File: config.mk
export PLATFORM = sky130hd
export DESIGN_NAME = commit_writeback_flat
export DESIGN_NICKNAME = d
export VERILOG_FILES = /design/src/rtl/commit_writeback_if.sv /design/src/rtl/commit_writeback.sv /design/src/flat_wrapper.sv
export SDC_FILE = /design/constraint.sdc
export NUM_CORES = 1
export LEC_CHECK = 0
export CAP_MARGIN = 20
export CORE_AREA = 4 4 279 281
export CTS_CLUSTER_SIZE = 10
export DETAILED_ROUTE_END_ITERATION = 7
export DIE_AREA = 0 0 283 285
export PLACE_DENSITY = 0.47
export SYNTH_ARGS = -nofsm -noshare
export SYNTH_HDL_FRONTEND = slang
export SYNTH_SLANG_ARGS = --single-unit
File: constraint.sdc
create_clock -name clk -period 2.2 [get_ports clk]
set_input_delay 0.44 -clock clk [delete_from_list [all_inputs] [get_ports clk]]
set_output_delay 0.44 -clock clk [all_outputs]
set_load 0.01 [all_outputs]
File: src/rtl/commit_writeback_if.sv
// Commit-side and writeback-side signal bundle for commit_writeback.
interface commit_writeback_if #(
  parameter int NUM_REQS    = 2,
  parameter int NUM_THREADS = 4,
  parameter int NW_BITS     = 2,
  parameter int NR_BITS     = 6,
  parameter int UUID_BITS   = 44
);
  logic [NUM_REQS-1:0]             cmt_valid;
  logic [NUM_REQS-1:0]             cmt_ready;
  logic [NUM_REQS*UUID_BITS-1:0]   cmt_uuid;
  logic [NUM_REQS*NW_BITS-1:0]     cmt_wid;
  logic [NUM_REQS*NUM_THREADS-1:0] cmt_tmask;
  logic [NUM_REQS*32-1:0]          cmt_PC;
  logic [NUM_REQS*NR_BITS-1:0]     cmt_rd;
  logic [NUM_REQS-1:0]             cmt_wb;
  logic [NUM_REQS-1:0]             cmt_eop;
  logic [NUM_REQS*NUM_THREADS*32-1:0] cmt_data;

  logic                     wb_valid;
  logic                     wb_ready;
  logic [UUID_BITS-1:0]     wb_uuid;
  logic [NW_BITS-1:0]       wb_wid;
  logic [NUM_THREADS-1:0]   wb_tmask;
  logic [31:0]              wb_PC;
  logic [NR_BITS-1:0]       wb_rd;
  logic [NUM_THREADS*32-1:0] wb_data;
  logic                     wb_eop;

  modport slave (
    input  cmt_valid, cmt_uuid, cmt_wid, cmt_tmask, cmt_PC, cmt_rd, cmt_wb, cmt_eop, cmt_data,
    output cmt_ready,
    output wb_valid, wb_uuid, wb_wid, wb_tmask, wb_PC, wb_rd, wb_data, wb_eop,
    input  wb_ready
  );

  modport master (
    output cmt_valid, cmt_uuid, cmt_wid, cmt_tmask, cmt_PC, cmt_rd, cmt_wb, cmt_eop, cmt_data,
    input  cmt_ready,
    input  wb_valid, wb_uuid, wb_wid, wb_tmask, wb_PC, wb_rd, wb_data, wb_eop,
    output wb_ready
  );
endinterface

File: src/rtl/commit_writeback.sv
// Round-robin commit arbiter feeding one registered writeback stage (1 cycle accept->wb_valid).
// A stalled writeback (wb_valid & ~wb_ready) blocks every source, including no-writeback commits.
module commit_writeback #(
  parameter int NUM_REQS    = 2,
  parameter int NUM_THREADS = 4,
  parameter int NW_BITS     = 2,
  parameter int NR_BITS     = 6,
  parameter int UUID_BITS   = 44
) (
  input  logic                 clk,
  input  logic                 reset,
  commit_writeback_if.slave    cw,
  output logic [63:0]          retired
);

  localparam int PTR_W  = (NUM_REQS > 1) ? $clog2(NUM_REQS) : 1;
  localparam int DATA_W = NUM_THREADS * 32;

  logic [PTR_W-1:0]       ptr_q, ptr_d;
  logic                   wb_valid_q, wb_valid_d;
  logic [UUID_BITS-1:0]   wb_uuid_q, wb_uuid_d;
  logic [NW_BITS-1:0]     wb_wid_q, wb_wid_d;
  logic [NUM_THREADS-1:0] wb_tmask_q, wb_tmask_d;
  logic [31:0]            wb_pc_q, wb_pc_d;
  logic [NR_BITS-1:0]     wb_rd_q, wb_rd_d;
  logic [DATA_W-1:0]      wb_data_q, wb_data_d;
  logic                   wb_eop_q, wb_eop_d;
  logic [63:0]            retired_q, retired_d;

  logic                   any_valid;
  logic [PTR_W-1:0]       winner;
  logic [PTR_W-1:0]       idx;
  logic                   stage_free;
  logic                   accept;
  logic [NUM_REQS-1:0]    ready;

  assign stage_free = ~wb_valid_q | cw.wb_ready;
  // No grants while reset is held so nothing is consumed and then lost.
  assign accept     = reset & any_valid & stage_free;

  always_comb begin
    any_valid = 1'b0;
    winner    = '0;
    idx       = '0;
    for (int k = 0; k < NUM_REQS; k++) begin
      idx = PTR_W'((int'(ptr_q) + k) % NUM_REQS);
      if (!any_valid && cw.cmt_valid[idx]) begin
        any_valid = 1'b1;
        winner    = idx;
      end
    end
  end

  always_comb begin
    ready = '0;
    if (accept) begin
      ready[winner] = 1'b1;
    end
  end

  assign cw.cmt_ready = ready;

  always_comb begin
    ptr_d      = ptr_q;
    wb_valid_d = wb_valid_q & ~cw.wb_ready;
    wb_uuid_d  = wb_uuid_q;
    wb_wid_d   = wb_wid_q;
    wb_tmask_d = wb_tmask_q;
    wb_pc_d    = wb_pc_q;
    wb_rd_d    = wb_rd_q;
    wb_data_d  = wb_data_q;
    wb_eop_d   = wb_eop_q;
    retired_d  = retired_q;
    if (accept) begin
      ptr_d = (winner == PTR_W'(NUM_REQS - 1)) ? '0 : winner + PTR_W'(1);
      if (cw.cmt_wb[winner]) begin
        wb_valid_d = 1'b1;
        wb_uuid_d  = cw.cmt_uuid[int'(winner)*UUID_BITS +: UUID_BITS];
        wb_wid_d   = cw.cmt_wid[int'(winner)*NW_BITS +: NW_BITS];
        wb_tmask_d = cw.cmt_tmask[int'(winner)*NUM_THREADS +: NUM_THREADS];
        wb_pc_d    = cw.cmt_PC[int'(winner)*32 +: 32];
        wb_rd_d    = cw.cmt_rd[int'(winner)*NR_BITS +: NR_BITS];
        wb_data_d  = cw.cmt_data[int'(winner)*DATA_W +: DATA_W];
        wb_eop_d   = cw.cmt_eop[winner];
      end
      // Retirement counts end-of-packet commits whether or not they write back.
      if (cw.cmt_eop[winner]) begin
        retired_d = retired_q + 64'd1;
      end
    end
  end

  always_ff @(posedge clk) begin
    if (!reset) begin
      ptr_q      <= '0;
      wb_valid_q <= 1'b0;
      wb_uuid_q  <= '0;
      wb_wid_q   <= '0;
      wb_tmask_q <= '0;
      wb_pc_q    <= '0;
      wb_rd_q    <= '0;
      wb_data_q  <= '0;
      wb_eop_q   <= 1'b0;
      retired_q  <= '0;
    end else begin
      ptr_q      <= ptr_d;
      wb_valid_q <= wb_valid_d;
      wb_uuid_q  <= wb_uuid_d;
      wb_wid_q   <= wb_wid_d;
      wb_tmask_q <= wb_tmask_d;
      wb_pc_q    <= wb_pc_d;
      wb_rd_q    <= wb_rd_d;
      wb_data_q  <= wb_data_d;
      wb_eop_q   <= wb_eop_d;
      retired_q  <= retired_d;
    end
  end

  assign cw.wb_valid = wb_valid_q;
  assign cw.wb_uuid  = wb_uuid_q;
  assign cw.wb_wid   = wb_wid_q;
  assign cw.wb_tmask = wb_tmask_q;
  assign cw.wb_PC    = wb_pc_q;
  assign cw.wb_rd    = wb_rd_q;
  assign cw.wb_data  = wb_data_q;
  assign cw.wb_eop   = wb_eop_q;
  assign retired     = retired_q;

endmodule

File: src/flat_wrapper.sv
// flat-port wrapper written by rule: the top's interface ports become plain ports
module commit_writeback_flat 
#(
  parameter int NUM_REQS    = 2,
  parameter int NUM_THREADS = 4,
  parameter int NW_BITS     = 2,
  parameter int NR_BITS     = 6,
  parameter int UUID_BITS   = 44
)
  (clk, reset, retired, cw_cmt_valid, cw_cmt_uuid, cw_cmt_wid, cw_cmt_tmask, cw_cmt_PC, cw_cmt_rd, cw_cmt_wb, cw_cmt_eop, cw_cmt_data, cw_cmt_ready, cw_wb_valid, cw_wb_uuid, cw_wb_wid, cw_wb_tmask, cw_wb_PC, cw_wb_rd, cw_wb_data, cw_wb_eop, cw_wb_ready);
  commit_writeback_if #(.NUM_REQS(NUM_REQS), .NUM_THREADS(NUM_THREADS), .NW_BITS(NW_BITS), .NR_BITS(NR_BITS), .UUID_BITS(UUID_BITS)) cw_i ();
  input  logic clk;
  input  logic reset;
  output logic [63:0] retired;
  input wire logic [$bits(cw_i.cmt_valid)-1:0] cw_cmt_valid;
  input wire logic [$bits(cw_i.cmt_uuid)-1:0] cw_cmt_uuid;
  input wire logic [$bits(cw_i.cmt_wid)-1:0] cw_cmt_wid;
  input wire logic [$bits(cw_i.cmt_tmask)-1:0] cw_cmt_tmask;
  input wire logic [$bits(cw_i.cmt_PC)-1:0] cw_cmt_PC;
  input wire logic [$bits(cw_i.cmt_rd)-1:0] cw_cmt_rd;
  input wire logic [$bits(cw_i.cmt_wb)-1:0] cw_cmt_wb;
  input wire logic [$bits(cw_i.cmt_eop)-1:0] cw_cmt_eop;
  input wire logic [$bits(cw_i.cmt_data)-1:0] cw_cmt_data;
  output wire logic [$bits(cw_i.cmt_ready)-1:0] cw_cmt_ready;
  output wire logic [$bits(cw_i.wb_valid)-1:0] cw_wb_valid;
  output wire logic [$bits(cw_i.wb_uuid)-1:0] cw_wb_uuid;
  output wire logic [$bits(cw_i.wb_wid)-1:0] cw_wb_wid;
  output wire logic [$bits(cw_i.wb_tmask)-1:0] cw_wb_tmask;
  output wire logic [$bits(cw_i.wb_PC)-1:0] cw_wb_PC;
  output wire logic [$bits(cw_i.wb_rd)-1:0] cw_wb_rd;
  output wire logic [$bits(cw_i.wb_data)-1:0] cw_wb_data;
  output wire logic [$bits(cw_i.wb_eop)-1:0] cw_wb_eop;
  input wire logic [$bits(cw_i.wb_ready)-1:0] cw_wb_ready;
  assign cw_i.cmt_valid = cw_cmt_valid;
  assign cw_i.cmt_uuid = cw_cmt_uuid;
  assign cw_i.cmt_wid = cw_cmt_wid;
  assign cw_i.cmt_tmask = cw_cmt_tmask;
  assign cw_i.cmt_PC = cw_cmt_PC;
  assign cw_i.cmt_rd = cw_cmt_rd;
  assign cw_i.cmt_wb = cw_cmt_wb;
  assign cw_i.cmt_eop = cw_cmt_eop;
  assign cw_i.cmt_data = cw_cmt_data;
  assign cw_cmt_ready = cw_i.cmt_ready;
  assign cw_wb_valid = cw_i.wb_valid;
  assign cw_wb_uuid = cw_i.wb_uuid;
  assign cw_wb_wid = cw_i.wb_wid;
  assign cw_wb_tmask = cw_i.wb_tmask;
  assign cw_wb_PC = cw_i.wb_PC;
  assign cw_wb_rd = cw_i.wb_rd;
  assign cw_wb_data = cw_i.wb_data;
  assign cw_wb_eop = cw_i.wb_eop;
  assign cw_i.wb_ready = cw_wb_ready;
  commit_writeback #(.NUM_REQS(NUM_REQS), .NUM_THREADS(NUM_THREADS), .NW_BITS(NW_BITS), .NR_BITS(NR_BITS), .UUID_BITS(UUID_BITS)) u_core (.clk(clk), .reset(reset), .cw(cw_i), .retired(retired));
endmodule
==> results.py <==
metrics = {
    "run_status": {
        "outcome": "finished, final reports clean",
    },
    "logic_synthesis": {
        "synthArstFlopShare_pct": 0,
        "synth_top_cell_area_share_pct": 44.3,
        "yosysTopAreaCell": "dfxtp_1",
        "syn_area_mm2": 0.0128,
        "synth_edf_count": 0,
        "synth_area_leaders": "dfxtp_1 (44%), mux2i_1 (17%), a211oi_1 (13%), nor2_1 (7.0%), clkbuf_1 (2.2%)",
        "syn-num-nets": 1824,
        "synth_cell_type_count": 46,
        "synth_seq_area_share_pct": 44.3,
        "avgSynthCellArea_um2": 9.25,
        "syn_inst": 1382,
        "yosysWarnings": 0,
        "ys_dominant_reg_cell": "dfxtp_1",
        "synth-seq-cells": 283,
    },
    "floorplan": {
        "core_region_area_mm2": 0.0754,
        "placementRows": 101,
        "die_area_mm2": 0.0807,
        "start_util_pct": 17.0,
        "die_w_um": 283,
        "die_h_um": 285,
        "ios": 725,
    },
    "placement": {
        "io_buffers": 724,
        "dp.cells": 3123,
        "gp_congestion": 0.911,
        "dp_hpwl_mm": 48.4,
        "pre_cts_slack_ps": -518,
    },
    "clock_network": {
        "clk_pin_slew_worst_paths_ps": 50,
        "clkLatencyLatePin_ps": 540,
        "cts_tree": "done",
        "htreeDepth": 2,
        "cts-root-buf": "clkbuf_16",
        "cts.sinks": 283,
        "cts_buffers": 38,
        "clockBufferDepth": 3,
    },
    "route": {
        "drtAntennaViolNets": 0,
        "drtPass1Iterations": 5,
        "route.detailed.drc": 0,
        "wire_per_inst_um": 18.9,
        "vias": 13500,
        "vias_per_cell": 4.24,
        "drt-initial-drc-count": 549,
        "drt-total-wl_mm": 60.2,
    },
    "final_layout": {
        "finalNonFillerCells": 3188,
        "drive_above_1_share_pct": 10.7,
        "num_antenna_cells": 0,
        "nets": 2628,
        "fin_util_pct": 31.0,
        "syn_to_final_growth_pct": 83.0,
    },
    "timing": {
        "layout_setup_ws_ps": 111,
        "drv_slew": 0,
        "final_hold_viol_count": 0,
        "hold_ws_ps": 482,
        "setup_violations": 0,
        "maxSlewHeadroom_pct": 64.9,
        "clock.fmax_mhz": 479,
        "rsz0062_at_grt": "no",
        "min_period_over_period_pct": 95.0,
        "finClkSkew_ps": 13.5,
        "tightestPinTransition_ps": 525,
        "min_period_ps": 2090,
    },
    "grt": {
        "grt_pass1_wl_mm": 88.3,
        "grt_overflow": 0,
        "grt_antenna_before_repair": 5,
        "first_global_vias": 13900,
        "grt.total_usage_pct": 14.1,
        "grt_start_max_net_pins": 99,
    },
    "critical_path": {
        "path_cells": "nand4_1 -> nor4_4 -> o2111ai_4 -> buf_12 -> or4_1 -> a21oi_1",
        "cp-start-kind": "register",
        "cp-end-kind": "register",
        "crit_family": "simple AND/OR/NAND/NOR gates",
        "cp_data_arrival_time_ps": 2550,
        "crit_buf_inv": 1,
        "critPathSlowestCell": "or4_1",
        "critPathRequiredTime_ps": 2660,
        "crit_type": "reg2reg",
        "slowest_delay_ps": 500,
        "cp_max_fo": 27,
    },
    "pwr": {
        "power_density_mw_per_mm2": 623,
        "max-vdd-ir-drop_v": 0.000493,
        "leakagePower_nw": 8.93,
    },
    "job": {
        "drv_cap": 0,
    },
    "worst_hold_path": {
        "hold_class": "in2reg",
    },
}
[power by group]
group | switching (mW) | internal (mW)
clock | 2.33 | 3.50
combinational | 1.33 | 1.82
sequential | 0.169 | 5.44
[stage by stage]
| step | TNS, ps | instance area (um^2) | power (mW) |
|---|---|---|---|
| final | 0 | 23400 | 14.6 |
| after global routing | 0 | 23400 | 15.3 |
| after CTS | 0 | 23400 | 14.9 |
| after detailed placement | -109830 | 22200 | 8.89 |
| after global placement | -97430 | 22200 | 8.87 |
| after floorplan | 0 | 12800 | 6.86 |
[cell families (layout without fill, tap and decap cells)]
group	Yosys count	in the layout	synth area share, %
flip-flops	283	283	44.3
XOR/XNOR	6	6	0.411
adder cells (fa/ha/maj)	1	1	0.0978
buffers and inverters	129	957	4.26
multiplexers	220	220	17.2
AO/OA/AOI/OAI	343	343	19.0
AND/OR/NAND/NOR	400	400	14.8
[final timing paths]
kind / start / endpoint / slack (ps) / cells after the start
worst max register to register: u_core.retired[4]$_SDFFE_PN0P_ / u_core.retired[51]$_SDFFE_PN0P_ / 110 / 6
worst min-delay path: reset / u_core.ptr_q$_SDFFE_PN0P_ / 480 / 4
worst max-delay path: u_core.retired[4]$_SDFFE_PN0P_ / u_core.retired[51]$_SDFFE_PN0P_ / 110 / 6
worst min register to register: u_core.cw.wb_data[26]$_SDFFE_PN0P_ / u_core.cw.wb_data[26]$_SDFFE_PN0P_ / 490 / 2
[flip-flops by register name, indices dropped and copies added (netlist names)]
register            cells
u_core.cw.wb_PC        32
u_core.cw.wb_data     128
u_core.cw.wb_eop        1
u_core.cw.wb_rd         6
u_core.cw.wb_tmask      4
u_core.cw.wb_uuid      44
u_core.cw.wb_valid      1
u_core.cw.wb_wid        2
u_core.ptr_q            1
u_core.retired         64
[Yosys cell counts, drive strengths merged (3+ instances only)]
| master | count |
|---|---|
| nor3 | 7 |
| nor4 | 6 |
| buf | 44 |
| nand2b | 4 |
| o311ai | 5 |
| or4 | 26 |
| o41ai | 6 |
| nand3b | 3 |
| and3 | 6 |
| dfxtp | 283 |
| o21ai | 29 |
| mux2i | 220 |
| a211oi | 217 |
| nand2 | 34 |
| nand4 | 18 |
| o31ai | 24 |
| xor2 | 5 |
| a21oi | 51 |
| o211ai | 3 |
| o2111ai | 4 |
| inv | 10 |
| clkbuf | 75 |
| nor2 | 240 |
| nand3 | 28 |
| or3 | 22 |
[per-layer routing]
| layer | part of all wire, % | track usage, % |
|---|---|---|
| met1 | 39 | 16.2 |
| met2 | 50 | 25.4 |
| met3 | 8.0 | 4.56 |
| met4 | 2.1 | 3.59 |
| met5 | 0.022 | 0 |
[area by class of cell]
type	instances	area, um^2
fillers	7750	52000
well taps	978	1220
flip-flops and latches	283	5670
multi-input cells	970	6650
repair buffers	883	8660
inverters	10	45.0
clock buffers	57	1120
clock inverters	7	42.5
[worst min-delay path: cells and delay by family]
family                 cells  cell delay [ps]
AOI/OAI and AO/OA          1              100
buffers and inverters      2              380
and+or+nand+nor            1               40
[cells in the final DEF (no fill, tap or decap), drive strengths merged, types with 29 or more instances in the layout]
master,instances
nand2,34
dfxtp,283
o21ai,29
nor2,240
a211oi,217
mux2i,220
clkbuf,57
buf,159
clkdlybuf4s50,719
a21oi,51
[what timing repair did]
action	in CTS	in global routing
buffers inserted	0	1
setup endpoints to repair	2	24
hold buffers	0	0
gates cloned	0	0
pin swaps	0	3
gates resized for setup	12	9
No activity file was read; power rests on OpenSTA's default activity.
